===== src/rtl/isa_pkg.sv =====
// Shared ISA definitions for the 16-bit multicycle CPU: opcodes, extensions,
// branch condition codes, PSR flag positions and the controller state encoding.
package isa_pkg;

  localparam logic [3:0] OP_RTYPE = 4'b0000;
  localparam logic [3:0] OP_ADD   = 4'b0101;
  localparam logic [3:0] OP_SUB   = 4'b1001;
  localparam logic [3:0] OP_AND   = 4'b0001;
  localparam logic [3:0] OP_OR    = 4'b0010;
  localparam logic [3:0] OP_XOR   = 4'b0011;
  localparam logic [3:0] OP_CMP   = 4'b1011;
  localparam logic [3:0] OP_MOV   = 4'b1101;
  localparam logic [3:0] OP_MEM   = 4'b0100;
  localparam logic [3:0] OP_BCOND = 4'b1100;

  // Extension field values used under OP_MEM
  localparam logic [3:0] EXT_LOAD  = 4'b0000;
  localparam logic [3:0] EXT_STOR  = 4'b0100;
  localparam logic [3:0] EXT_JCOND = 4'b1100;
  localparam logic [3:0] EXT_JAL   = 4'b1000;

  localparam logic [3:0] CC_EQ = 4'b0000;
  localparam logic [3:0] CC_NE = 4'b0001;
  localparam logic [3:0] CC_CS = 4'b0010;
  localparam logic [3:0] CC_CC = 4'b0011;
  localparam logic [3:0] CC_GT = 4'b0110;
  localparam logic [3:0] CC_LE = 4'b0111;
  localparam logic [3:0] CC_GE = 4'b1101;
  localparam logic [3:0] CC_UC = 4'b1110;

  localparam int PSR_C = 0;
  localparam int PSR_L = 1;
  localparam int PSR_F = 2;
  localparam int PSR_Z = 3;
  localparam int PSR_N = 4;

  typedef enum logic [4:0] {
    S_FETCH, S_LATCH, S_DECODE, S_EXEC_R, S_EXEC_I, S_CMP_R, S_CMP_I, S_WB,
    S_MOV, S_MOVI, S_LD_ADDR, S_LD_DATA, S_LD_WB, S_STOR, S_JCOND, S_JAL1,
    S_JAL2, S_BCOND
  } state_e;

endpackage


===== src/rtl/cond_check.sv =====
// Branch/jump condition evaluation: condition code plus latched PSR flags -> taken.
module cond_check
  import isa_pkg::*;
#(
  parameter int PSRL = 5
) (
  input  logic [3:0]      cond,
  input  logic [PSRL-1:0] psr,
  output logic            taken
);

  // L and F flags never steer a branch
  logic unused_flags_s;
  assign unused_flags_s = psr[PSR_L] ^ psr[PSR_F];

  // Decode the condition code against the flags
  always_comb begin
    taken = 1'b0;
    case (cond)
      CC_EQ:   taken = psr[PSR_Z];
      CC_NE:   taken = ~psr[PSR_Z];
      CC_CS:   taken = psr[PSR_C];
      CC_CC:   taken = ~psr[PSR_C];
      CC_GT:   taken = psr[PSR_N];
      CC_LE:   taken = ~psr[PSR_N];
      CC_GE:   taken = psr[PSR_N] | psr[PSR_Z];
      CC_UC:   taken = 1'b1;
      default: taken = 1'b0;
    endcase
  end

endmodule


===== src/rtl/multicycle_controller.sv =====
// Moore controller sequencing the 16-bit multicycle datapath through
// fetch, decode, execute, memory and write-back.
module multicycle_controller
  import isa_pkg::*;
#(
  parameter int WIDTH = 16,
  parameter int PSRL  = 5
) (
  input  logic            clk,
  input  logic            reset,
  input  logic [3:0]      OP_CODE,
  input  logic [3:0]      OP_EXT,
  input  logic [3:0]      Rdest_addr,
  input  logic [PSRL-1:0] PSR_OUT,
  output logic            PC_S,
  output logic            MEM_DATA_S,
  output logic [1:0]      MEM_S,
  output logic [1:0]      WD_S,
  output logic [1:0]      ALUA_S,
  output logic [1:0]      ALUB_S,
  output logic            INSTR_EN,
  output logic            ALU_OUT_EN,
  output logic            MEM_REG_EN,
  output logic            PC_EN,
  output logic            PSR_EN,
  output logic            SE_SIGN,
  output logic            REG_WR,
  output logic            MEM_WE
);

  state_e state_r;
  state_e next_state_s;
  logic   taken_s;

  // WIDTH only documents which datapath this controller pairs with
  logic [WIDTH-1:0] unused_width_s;
  assign unused_width_s = '0;

  cond_check #(.PSRL(PSRL)) u_cond_check (
    .cond  (Rdest_addr),
    .psr   (PSR_OUT),
    .taken (taken_s)
  );

  // State register with synchronous reset back to FETCH
  always_ff @(posedge clk) begin
    if (reset) state_r <= S_FETCH;
    else       state_r <= next_state_s;
  end

  // Next-state dispatch and Moore outputs (condition result only in JCOND/BCOND)
  always_comb begin
    next_state_s = S_FETCH;
    PC_S = 1'b0;       MEM_DATA_S = 1'b0;  MEM_S = 2'b01;     WD_S = 2'b00;
    ALUA_S = 2'b00;    ALUB_S = 2'b00;     INSTR_EN = 1'b0;   ALU_OUT_EN = 1'b0;
    MEM_REG_EN = 1'b0; PC_EN = 1'b0;       PSR_EN = 1'b0;     SE_SIGN = 1'b0;
    REG_WR = 1'b0;     MEM_WE = 1'b0;
    case (state_r)
      S_FETCH: next_state_s = S_LATCH;
      S_LATCH: begin
        INSTR_EN = 1'b1; PC_EN = 1'b1; PC_S = 1'b1; ALUA_S = 2'b01; ALUB_S = 2'b10;
        next_state_s = S_DECODE;
      end
      S_DECODE: begin
        case (OP_CODE)
          OP_RTYPE: begin
            case (OP_EXT)
              OP_ADD, OP_SUB, OP_AND, OP_OR, OP_XOR: next_state_s = S_EXEC_R;
              OP_CMP:  next_state_s = S_CMP_R;
              OP_MOV:  next_state_s = S_MOV;
              default: next_state_s = S_FETCH;
            endcase
          end
          OP_ADD, OP_SUB, OP_AND, OP_OR, OP_XOR: next_state_s = S_EXEC_I;
          OP_CMP: next_state_s = S_CMP_I;
          OP_MOV: next_state_s = S_MOVI;
          OP_MEM: begin
            case (OP_EXT)
              EXT_LOAD:  next_state_s = S_LD_ADDR;
              EXT_STOR:  next_state_s = S_STOR;
              EXT_JCOND: next_state_s = S_JCOND;
              EXT_JAL:   next_state_s = S_JAL1;
              default:   next_state_s = S_FETCH;
            endcase
          end
          OP_BCOND: next_state_s = S_BCOND;
          default:  next_state_s = S_FETCH;
        endcase
      end
      S_EXEC_R: begin
        ALU_OUT_EN = 1'b1; PSR_EN = 1'b1;
        next_state_s = S_WB;
      end
      S_EXEC_I: begin
        ALUA_S = 2'b10; ALU_OUT_EN = 1'b1; PSR_EN = 1'b1;
        SE_SIGN = (OP_CODE == OP_ADD) || (OP_CODE == OP_SUB);
        next_state_s = S_WB;
      end
      S_CMP_R: PSR_EN = 1'b1;
      S_CMP_I: begin
        ALUA_S = 2'b10; PSR_EN = 1'b1; SE_SIGN = 1'b1;
      end
      S_WB: begin
        REG_WR = 1'b1; WD_S = 2'b11;
      end
      S_MOV: begin
        REG_WR = 1'b1; WD_S = 2'b01;
      end
      S_MOVI: REG_WR = 1'b1;
      S_LD_ADDR: begin
        MEM_S = 2'b00;
        next_state_s = S_LD_DATA;
      end
      S_LD_DATA: begin
        MEM_S = 2'b00; MEM_REG_EN = 1'b1;
        next_state_s = S_LD_WB;
      end
      S_LD_WB: begin
        REG_WR = 1'b1; WD_S = 2'b10;
      end
      S_STOR: begin
        MEM_S = 2'b00; MEM_WE = 1'b1;
      end
      S_JCOND: PC_EN = taken_s;
      S_JAL1: begin
        PC_EN = 1'b1; ALUA_S = 2'b01; ALUB_S = 2'b11; ALU_OUT_EN = 1'b1;
        next_state_s = S_JAL2;
      end
      S_JAL2: begin
        REG_WR = 1'b1; WD_S = 2'b11;
      end
      // PC <= PC+1+disp; the PC already holds PC+1 from LATCH
      S_BCOND: begin
        SE_SIGN = 1'b1; ALUA_S = 2'b01; ALUB_S = 2'b01;
        PC_EN = taken_s; PC_S = taken_s;
      end
      default: next_state_s = S_FETCH;
    endcase
  end

endmodule


===== config.mk =====
export PLATFORM = sky130hd
export DESIGN_NAME = multicycle_controller
export DESIGN_NICKNAME = d
export VERILOG_FILES = /design/src/rtl/isa_pkg.sv /design/src/rtl/cond_check.sv /design/src/rtl/multicycle_controller.sv
export SDC_FILE = /design/constraint.sdc
export NUM_CORES = 1
export LEC_CHECK = 0
export BUFFER_PORTS_ARGS = -buffer_cell sky130_fd_sc_hd__buf_4
export CAP_MARGIN = 40
export CELL_PAD_IN_SITES_DETAIL_PLACEMENT = 1
export CELL_PAD_IN_SITES_GLOBAL_PLACEMENT = 1
export CORE_MARGIN = 5
export CORE_UTILIZATION = 29
export CTS_CLUSTER_SIZE = 20
export DETAILED_ROUTE_END_ITERATION = 10
export PLACE_DENSITY = 0.77
export SLEW_MARGIN = 15
export SYNTH_ARGS = -nofsm -noshare
export SYNTH_HDL_FRONTEND = slang
export SYNTH_SLANG_ARGS = --single-unit
export TNS_END_PERCENT = 30

===== constraint.sdc =====
create_clock -name clk -period 1.66 [get_ports clk]
set_clock_uncertainty 0.1 [all_clocks]
set_input_delay 0.332 -clock clk [delete_from_list [all_inputs] [get_ports clk]]
set_output_delay 0.332 -clock clk [all_outputs]
set_load 0.02 [all_outputs]

==> results.yml, run 1 <==
run_status:
  outcome: "complete, but fails checks"
  violations: "negative setup slack"
sta:
  maxSlewViolCount: 0
  setup_viol: 16
  hold_viol: 0
  grt_setup_unrepaired: "true"
  fmax_mhz: 462
  fin_ws_ps: -506
  finalCriticalPeriod_ps: 2170
  period_share: 1.30
clock_tree:
  ctsRootBufferMaster: "clkbuf_4"
  clock_latency_ps: 240
  htree_num_levels: 1
  holdBufCountCts: 0
  cts_tree: "yes"
  cts.sinks: 5
  cts_buffer_depth: 2
  clk_pin_slew_ps: 40
  cts_buffers: 3
worst_setup_path:
  r2r-start: "state_r[1]"
  end_kind: "primary output"
  worstPathCellList: "buf_6, mux2_4, or3_1, a41oi_2, nor2b_2, o22ai_2, buf_6"
  crit_path_max_fanout: 3
  ff2ff_path_depth: 7
  critPathArrivalTime_ps: 1730
  crit_top_cell: "buf_6"
  cp.required_ps: 1230
  critPathKind: "in2out"
  reg2reg_slack_ps: 10
  slowest_stage: "or3_1"
  start_kind: "primary input"
  max_stage_delay_ps: 350
  worstReg2RegEnd: "state_r[2]"
die:
  start_util: 0.295
  ios: 37
  fp.dieW_um: 65.1
  die_h_um: 65.1
  dieArea_um2: 4230
  rows: 20
  core_um2: 2980
route:
  routedWlPerCell_um: 17.9
  drc_errors: 0
  final_antenna_net_count: 0
  first_pass_iters: 4
  drt_wl_total_mm: 4.01
  viasPerCell: 5.50
  drt-initial-drc-count: 58
  num_vias: 1232
logic_synthesis:
  async_reset_ff_frac: 0
  postSynthAreaPerCell_um2: 6.61
  synth.area.mux_share: 0.0484
  synth_ff_type: "dfxtp_1"
  synth.most_common_cell: "nor2_1"
  yosys.area_share.adder: 0
  synthTopCellsByArea: "dfxtp_1, a21oi_1, nor2_1"
  ys_seq_area_frac: 0.114
  synth_common_cells: "nor2_1, a21oi_1, nand2_1"
  synthSimpleGateAreaFrac: 0.390
  synth_top_family_by_area: "simple AND/OR/NAND/NOR gates"
  synth_area_um2: 880
  synthCells: 133
  synth_area_leader_cell: "dfxtp_1"
  synth-seq-cells: 5
  synth_edf_count: 0
  synth_xor_area_frac: 0.0299
  yosys.area.top_type_share: 0.114
  synth_compound_area_frac: 0.289
  synth.yosys.warnings: 0
  synth_cell_types: 44
placement:
  pre_cts_ws_ps: -448
  port_buffers: 32
  dp_hpwl_mm: 2.75
  place.gp.congestion: 0.760
  placed_area_um2: 1360
power_and_ir_drop:
  p_int_mw: 0.529
  pwr-share-comb: 0.686
  power_frac_clock: 0.153
  switching_share: 0.429
  ir_worst_vdd_v: 0.000202
  cellLeakagePower_nw: 0.676
  power_mw: 0.926
  power_per_cell_area_nw_per_um2: 583
  p_seq_frac: 0.161
  switching_power_mw: 0.397
cells_and_area:
  largest_reg_flops: 5
  finish.instance_area_um2: 1590
  antenna_cells: 0
  area_growth_pct: 80.4
  top_regs: "state_r: 5 flops"
  drive_gt1_frac: 0.581
  max_flop_register: "state_r"
  nets: 211
min_path:
  min_path_cells: 4
  min_to: "state_r[4]"
  min_from: "reset"
  hp-class: "in2reg"
global_route:
  grt_max_degree: 18
  grt_usage: 0.167
  antenna_found_initial: 0
  grt_overflow: 0
  grt_pass1_vias: 1249
  grt_pass1_wl_mm: 5.60
flow_run:
  maxCapViolations: 0
## what timing repair did
item / in CTS / in global routing
pin swaps: 3 / 4
endpoints found under the setup margin: 21 / 20
setup buffers: 1 / 1
gates resized for setup: 24 / 25
## final cells by class
type | instances | area (um^2)
clock buffers | 4 | 26.3
flip-flops and latches | 5 | 108
fillers | 382 | 1390
multi-input cells | 110 | 837
well taps | 33 | 41.3
repair buffers | 67 | 556
inverters | 5 | 18.8
## placed cells by master (no fill, tap or decap), drive strengths merged, types with 5 or more instances in the layout
| cell | n |
|---|---|
| buf | 67 |
| nor2 | 14 |
| a21oi | 13 |
| o21ai | 9 |
| nand2 | 7 |
| nand3 | 6 |
| nor3 | 6 |
| nor3b | 6 |
| inv | 5 |
| or3 | 5 |
| nor2b | 5 |
| dfxtp | 5 |
## stage by stage
step | util | hold WS, ps | std cells | TNS [ps]
floorplan | - | 429 | 134 | -1060
global placement | 0.455 | 516 | 218 | -1540
detailed placement | 0.455 | 515 | 218 | -2130
CTS | 0.495 | 259 | 223 | -3550
global route | 0.533 | 263 | 224 | -4830
finish | 0.533 | 247 | 224 | -3890
## cells by family after synthesis
family | count (synthesis)
buf+inv | 19
mux | 4
simple gates | 61
compound gates | 40
other cells | 1
flops | 5
xor+xnor | 3
## worst max-delay path, delay by kind of cell
family | cells | cell delay, ps
AND/OR/NAND/NOR | 2 | 450
AO/OA/AOI/OAI | 2 | 430
multiplexers | 1 | 290
buffers and inverters | 2 | 240
## worst max-delay path by stage
stage,startpoint,end,slack (ps),cells past startpoint
2_1_floorplan,Rdest_addr[2],PC_EN,-220,5
6_report,Rdest_addr[2],PC_EN,-510,7
4_1_cts,state_r[1],REG_WR,-410,6
5_1_grt,Rdest_addr[2],PC_EN,-550,7
3_5_place_dp,Rdest_addr[2],PC_EN,-450,7
3_3_place_gp,Rdest_addr[2],PC_EN,-400,7
## routing by layer
| layer | part of all wire | track usage | vias to the layer above |
|---|---|---|---|
| li1 | - | - | 597 |
| met4 | 0.033 | 0.0596 | 0 |
| met1 | 0.37 | 0.179 | 579 |
| met2 | 0.55 | 0.330 | 42 |
| met5 | 0 | 0 | - |
| met3 | 0.041 | 0.0191 | 14 |
## power groups by stage
| stage | clock network [mW] | logic [mW] | registers [mW] |
|---|---|---|---|
| after floorplan | 0 | 0.299 | 0.142 |
| after global placement | 0 | 0.508 | 0.144 |
| after detailed placement | 0 | 0.533 | 0.146 |
| after CTS | 0.144 | 0.582 | 0.145 |
| after global routing | 0.154 | 0.678 | 0.149 |
| final | 0.142 | 0.635 | 0.149 |
No activity file was read; power rests on OpenSTA's default activity.
==> run 2: changes to the inputs <==
ABC_AREA = 0   (was default)
CELL_PAD_IN_SITES_DETAIL_PLACEMENT = default   (was 1)
CELL_PAD_IN_SITES_GLOBAL_PLACEMENT = default   (was 1)
CORE_UTILIZATION = 43   (was 29)
==> run 2 against run 1 <==
Against the previous run: critical path type unchanged; total power fell by 1.8%; the flow still finishes with violations (negative setup slack); largest power group unchanged; critical endpoint unchanged; via count down 0.89%; sequential power is 4% higher.
==> results.yml, run 2 (synthesis results as in run 1) <==
route:
  drc_errors: 0
  routedWlPerCell_um: 15.4
  drt_wl_total_mm: 3.38
  final_antenna_net_count: 0
  first_pass_iters: 4
  drt-initial-drc-count: 28
  num_vias: 1221
  viasPerCell: 5.58
clock_tree:
  holdBufCountCts: 0
  ctsRootBufferMaster: "clkbuf_4"
  cts_tree: "yes"
  htree_num_levels: 1
  cts_buffers: 3
  cts.sinks: 5
  cts_buffer_depth: 2
  clk_pin_slew_ps: 50
  clock_latency_ps: 250
sta:
  fmax_mhz: 477
  finalCriticalPeriod_ps: 2100
  period_share: 1.26
  maxSlewViolCount: 0
  grt_setup_unrepaired: "true"
  hold_viol: 0
  fin_ws_ps: -437
  setup_viol: 15
power_and_ir_drop:
  power_mw: 0.909
  cellLeakagePower_nw: 0.707
  pwr-share-comb: 0.669
  power_frac_clock: 0.160
  switching_share: 0.419
  p_int_mw: 0.529
  power_per_cell_area_nw_per_um2: 566
  switching_power_mw: 0.381
  p_seq_frac: 0.170
  ir_worst_vdd_v: 0.000630
die:
  core_um2: 1960
  start_util: 0.448
  rows: 16
  ios: 37
  dieArea_um2: 3050
  die_h_um: 55.2
  fp.dieW_um: 55.2
global_route:
  grt_overflow: 0
  grt_use_met3: 0.0629
  use_met1: 0.232
  antenna_found_initial: 0
  top_usage_layer: "met2"
  grt_pass1_vias: 1184
  grt_max_degree: 11
  grt_pass1_wl_mm: 5.33
  grt_usage: 0.213
  use_met2: 0.380
worst_setup_path:
  end_kind: "primary output"
  critPathBufInv: 2
  start_kind: "primary input"
  critPathKind: "in2out"
  max_stage_delay_ps: 330
  crit_path_max_fanout: 3
  slowest_stage: "or3_4"
  reg2reg_slack_ps: 30
  critPathTopFamily: "simple AND/OR/NAND/NOR gates"
  worstPathCellList: "buf_8, mux2_4, or3_4, a41oi_2, nor2b_2, o22ai_2, buf_6"
  critPathArrivalTime_ps: 1660
  cp.required_ps: 1230
cells_and_area:
  num-fill-cells: 117
  regArea_um2: 106
  area_growth_pct: 82.6
  final_cell_mix: "buf_4, nor2_1, a21oi_1"
  max_flop_register: "state_r"
  top_regs: "state_r: 5 flops"
  antenna_cells: 0
  multi_input_area_um2: 853
  drive_gt1_frac: 0.599
  largest_reg_flops: 5
  nets: 212
  final_util: 0.819
  final_common_cell: "buf_4"
run_status:
  outcome: "complete, but fails checks"
  violations: "negative setup slack"
min_path:
  hp-class: "in2reg"
flow_run:
  maxCapViolations: 0
placement:
  place.gp.congestion: 0.817
  dp_hpwl_mm: 2.20
  port_buffers: 32
[run 2: timing repair]
item                                    in CTS  in global routing
pin swaps                                    7                  2
gates resized for setup                     34                 14
endpoints found under the setup margin      17                 19
setup buffers                                1                  0
[run 2: metrics by stage]
step	setup WS, ps	TNS, ps	hold WS [ps]	std cells	instance area [um^2]
final	-437	-3570	237	219	1610
after global routing	-477	-4630	233	219	1610
after CTS	-382	-3130	237	219	1540
after detailed placement	-421	-1620	507	214	1380
after global placement	-402	-1340	508	214	1380
after floorplan	-216	-1060	429	134	922
[run 2: final timing paths]
check | start | to | cells after the start
setup / recovery | Rdest_addr[2] | PC_EN | 7
hold / removal | reset | state_r[4] | 4
setup reg to reg | state_r[1] | state_r[2] | 7
hold reg to reg | state_r[3] | state_r[4] | 3
[run 2: tightest hold or removal path, cell delays in order]
cell	delay (ps)
buf_4	80
nor2_1	40
o21ai_2	50
a2111oi_0	50
[run 2: cell type report]
| cell class | instances | share of cell area |
|---|---|---|
| clock buffer | 4 | 0.0164 |
| inverter | 5 | 0.0117 |
| multi-input combinational | 110 | 0.531 |
| sequential | 5 | 0.0662 |
| tap | 27 | 0.0210 |
| timing repair buffer | 68 | 0.354 |
[run 2: power groups by stage]
stage | combinational (mW) | sequential [mW] | clock (mW)
after detailed placement | 0.509 | 0.148 | 0
after CTS | 0.569 | 0.153 | 0.150
after floorplan | 0.299 | 0.142 | 0
after global routing | 0.647 | 0.156 | 0.170
final | 0.609 | 0.155 | 0.146
after global placement | 0.501 | 0.146 | 0
[run 2: metal layers]
layer	vias to the layer above	wire length, um
met5	-	0
met4	0	68
met3	10	156
met2	45	1740
met1	563	1410
li1	603	-
==> run 3: changes to the inputs <==
CELL_PAD_IN_SITES_DETAIL_PLACEMENT = 0   (was default)
CELL_PAD_IN_SITES_GLOBAL_PLACEMENT = 1   (was default)
CORE_UTILIZATION = 29   (was 43)
==> run 3 against run 2 <==
Against the previous run: the run still ends with negative setup slack left; design area decreased by 3.6%; wire length decreased by 16%; largest cell class unchanged; largest power group unchanged; highest routed layer is now met3; clock power decreased by 9.6%; utilization decreased by 30 points; combinational power decreased by 0.7%; cell count increased by 2.3%; sequential cell count unchanged; count of clock-buffer cells in the layout unchanged.
==> results.yml, run 3 (synthesis results as in run 1) <==
placement:
  post-place-cells: 218
  dp_hpwl_mm: 2.22
  place.gp.congestion: 0.760
  port_buffers: 32
sta:
  finalCriticalPeriod_ps: 2080
  fin_ws_ps: -418
  grt_setup_unrepaired: "true"
  maxSlewViolCount: 0
  fmax_mhz: 481
  hold_viol: 0
  period_share: 1.25
  setup_viol: 16
die:
  core_um2: 2980
  dieArea_um2: 4230
  rows: 20
  fp.dieW_um: 65.1
  die_h_um: 65.1
  ios: 37
  start_util: 0.295
route:
  drt_wl_total_mm: 2.85
  drc_errors: 0
  routedWlPerCell_um: 12.7
  drt-initial-drc-count: 51
  num_vias: 1165
  first_pass_iters: 4
  viasPerCell: 5.20
  final_antenna_net_count: 0
run_status:
  outcome: "complete, but fails checks"
  violations: "negative setup slack"
clock_tree:
  ctsRootBufferMaster: "clkbuf_4"
  htree_num_levels: 1
  cts_buffers: 3
  cts.sinks: 5
  clock_latency_ps: 230
  clk_pin_slew_ps: 40
  cts_buffer_depth: 2
  cts_tree: "yes"
global_route:
  grt_pass1_wl_mm: 4.45
  use_met2: 0.220
  grt_pass1_vias: 1066
  antenna_found_initial: 0
  grt_max_degree: 18
  use_met1: 0.161
  grt_usage: 0.127
  grt_use_met3: 0.0156
  top_usage_layer: "met2"
  grt_overflow: 0
min_path:
  min_to: "state_r[4]"
  min_from: "reset"
  min_path_cells: 4
  hp-class: "in2reg"
worst_setup_path:
  slowest_stage: "or3_4"
  max_stage_delay_ps: 330
  crit_top_cell: "buf_6"
  critPathKind: "in2out"
  start_kind: "primary input"
  crit_path_max_fanout: 3
  r2r-start: "state_r[1]"
  worstReg2RegEnd: "state_r[1]"
  reg2reg_slack_ps: 40
  cp.required_ps: 1230
  end_kind: "primary output"
  critPathArrivalTime_ps: 1650
  worstPathCellList: "buf_6, mux2_4, or3_4, a41oi_2, nor2b_2, o22ai_2, buf_6"
  ff2ff_path_depth: 6
cells_and_area:
  max_flop_register: "state_r"
  final_util: 0.520
  top_regs: "state_r: 5 flops"
  area_growth_pct: 76.1
  drive_gt1_frac: 0.565
  stdcell_count: 224
  antenna_cells: 0
  final_common_cell: "buf_4"
  nets: 211
  largest_reg_flops: 5
  final_cell_mix: "buf_4, nor2_1, a21oi_1"
power_and_ir_drop:
  ir_worst_vdd_v: 0.000201
  switching_power_mw: 0.352
  power_frac_clock: 0.150
  power_per_cell_area_nw_per_um2: 571
  pwr-share-comb: 0.684
  switching_share: 0.398
  cellLeakagePower_nw: 0.659
  p_seq_frac: 0.167
  p_int_mw: 0.532
flow_run:
  maxCapViolations: 0
## run 3: cell count changes in the layout (fill, tap and decap cells not counted), moves of 2 or more
cell,delta
dfxtp_1,+2
buf_6,+2
dfxtp_2,-2
buf_8,-2
nor4b_1,+2
## run 3: power by group through the flow
stage / Sequential [mW] / Combinational, mW / Clock [mW]
2_1_floorplan: 0.142 / 0.299 / 0
3_3_place_gp: 0.144 / 0.508 / 0
3_5_place_dp: 0.144 / 0.513 / 0
4_1_cts: 0.143 / 0.551 / 0.140
5_1_grt: 0.149 / 0.648 / 0.150
6_report: 0.147 / 0.605 / 0.132
## run 3: worst max-delay path: cells and delay by family
family	cells	cell delay, ps
AOI/OAI and AO/OA	2	380
buffers and inverters	2	240
muxes	1	290
and+or+nand+nor	2	410
## run 3: layer usage
metal	vias up	part of all wire	wire, um
met3	0	0.064	183
met4	0	0	0
met1	526	0.46	1300
met2	43	0.48	1360
li1	596	-	-
met5	-	0	0
## run 3: area by class of cell
class	count	area, um^2
clock buffers	4	26.3
repair buffers	67	541
multi-input cells	110	815
fillers	285	1430
inverters	5	22.5
well taps	33	41.3
flip-flops and latches	5	104
## run 3: timing repair
action	in CTS	in global routing
hold buffers	0	0
setup buffers	1	1
cloned	0	0
gates resized for setup	14	25
setup endpoints to repair	17	20
hold endpoints to repair	0	0
pin swaps	1	5
## run 3: worst max-delay path by stage
stage,from,to,depth (start not counted)
finish,Rdest_addr[2],PC_EN,7
global route,Rdest_addr[2],PC_EN,7
CTS,Rdest_addr[2],PC_EN,7
detailed placement,Rdest_addr[2],PC_EN,7
global placement,Rdest_addr[2],PC_EN,7
floorplan,Rdest_addr[2],PC_EN,5
## run 3: per-stage QoR
step                power (mW)  hold WS (ps)  instance area [um^2]  setup slack, ps  setup TNS (ps)
finish                   0.885           256                  1550             -418           -3900
global route             0.946           274                  1550             -456           -5080
CTS                      0.834           261                  1440             -386           -3870
detailed placement       0.658           519                  1360             -416           -1690
global placement         0.652           516                  1360             -400           -1540
floorplan                0.442           429                   922             -216           -1060
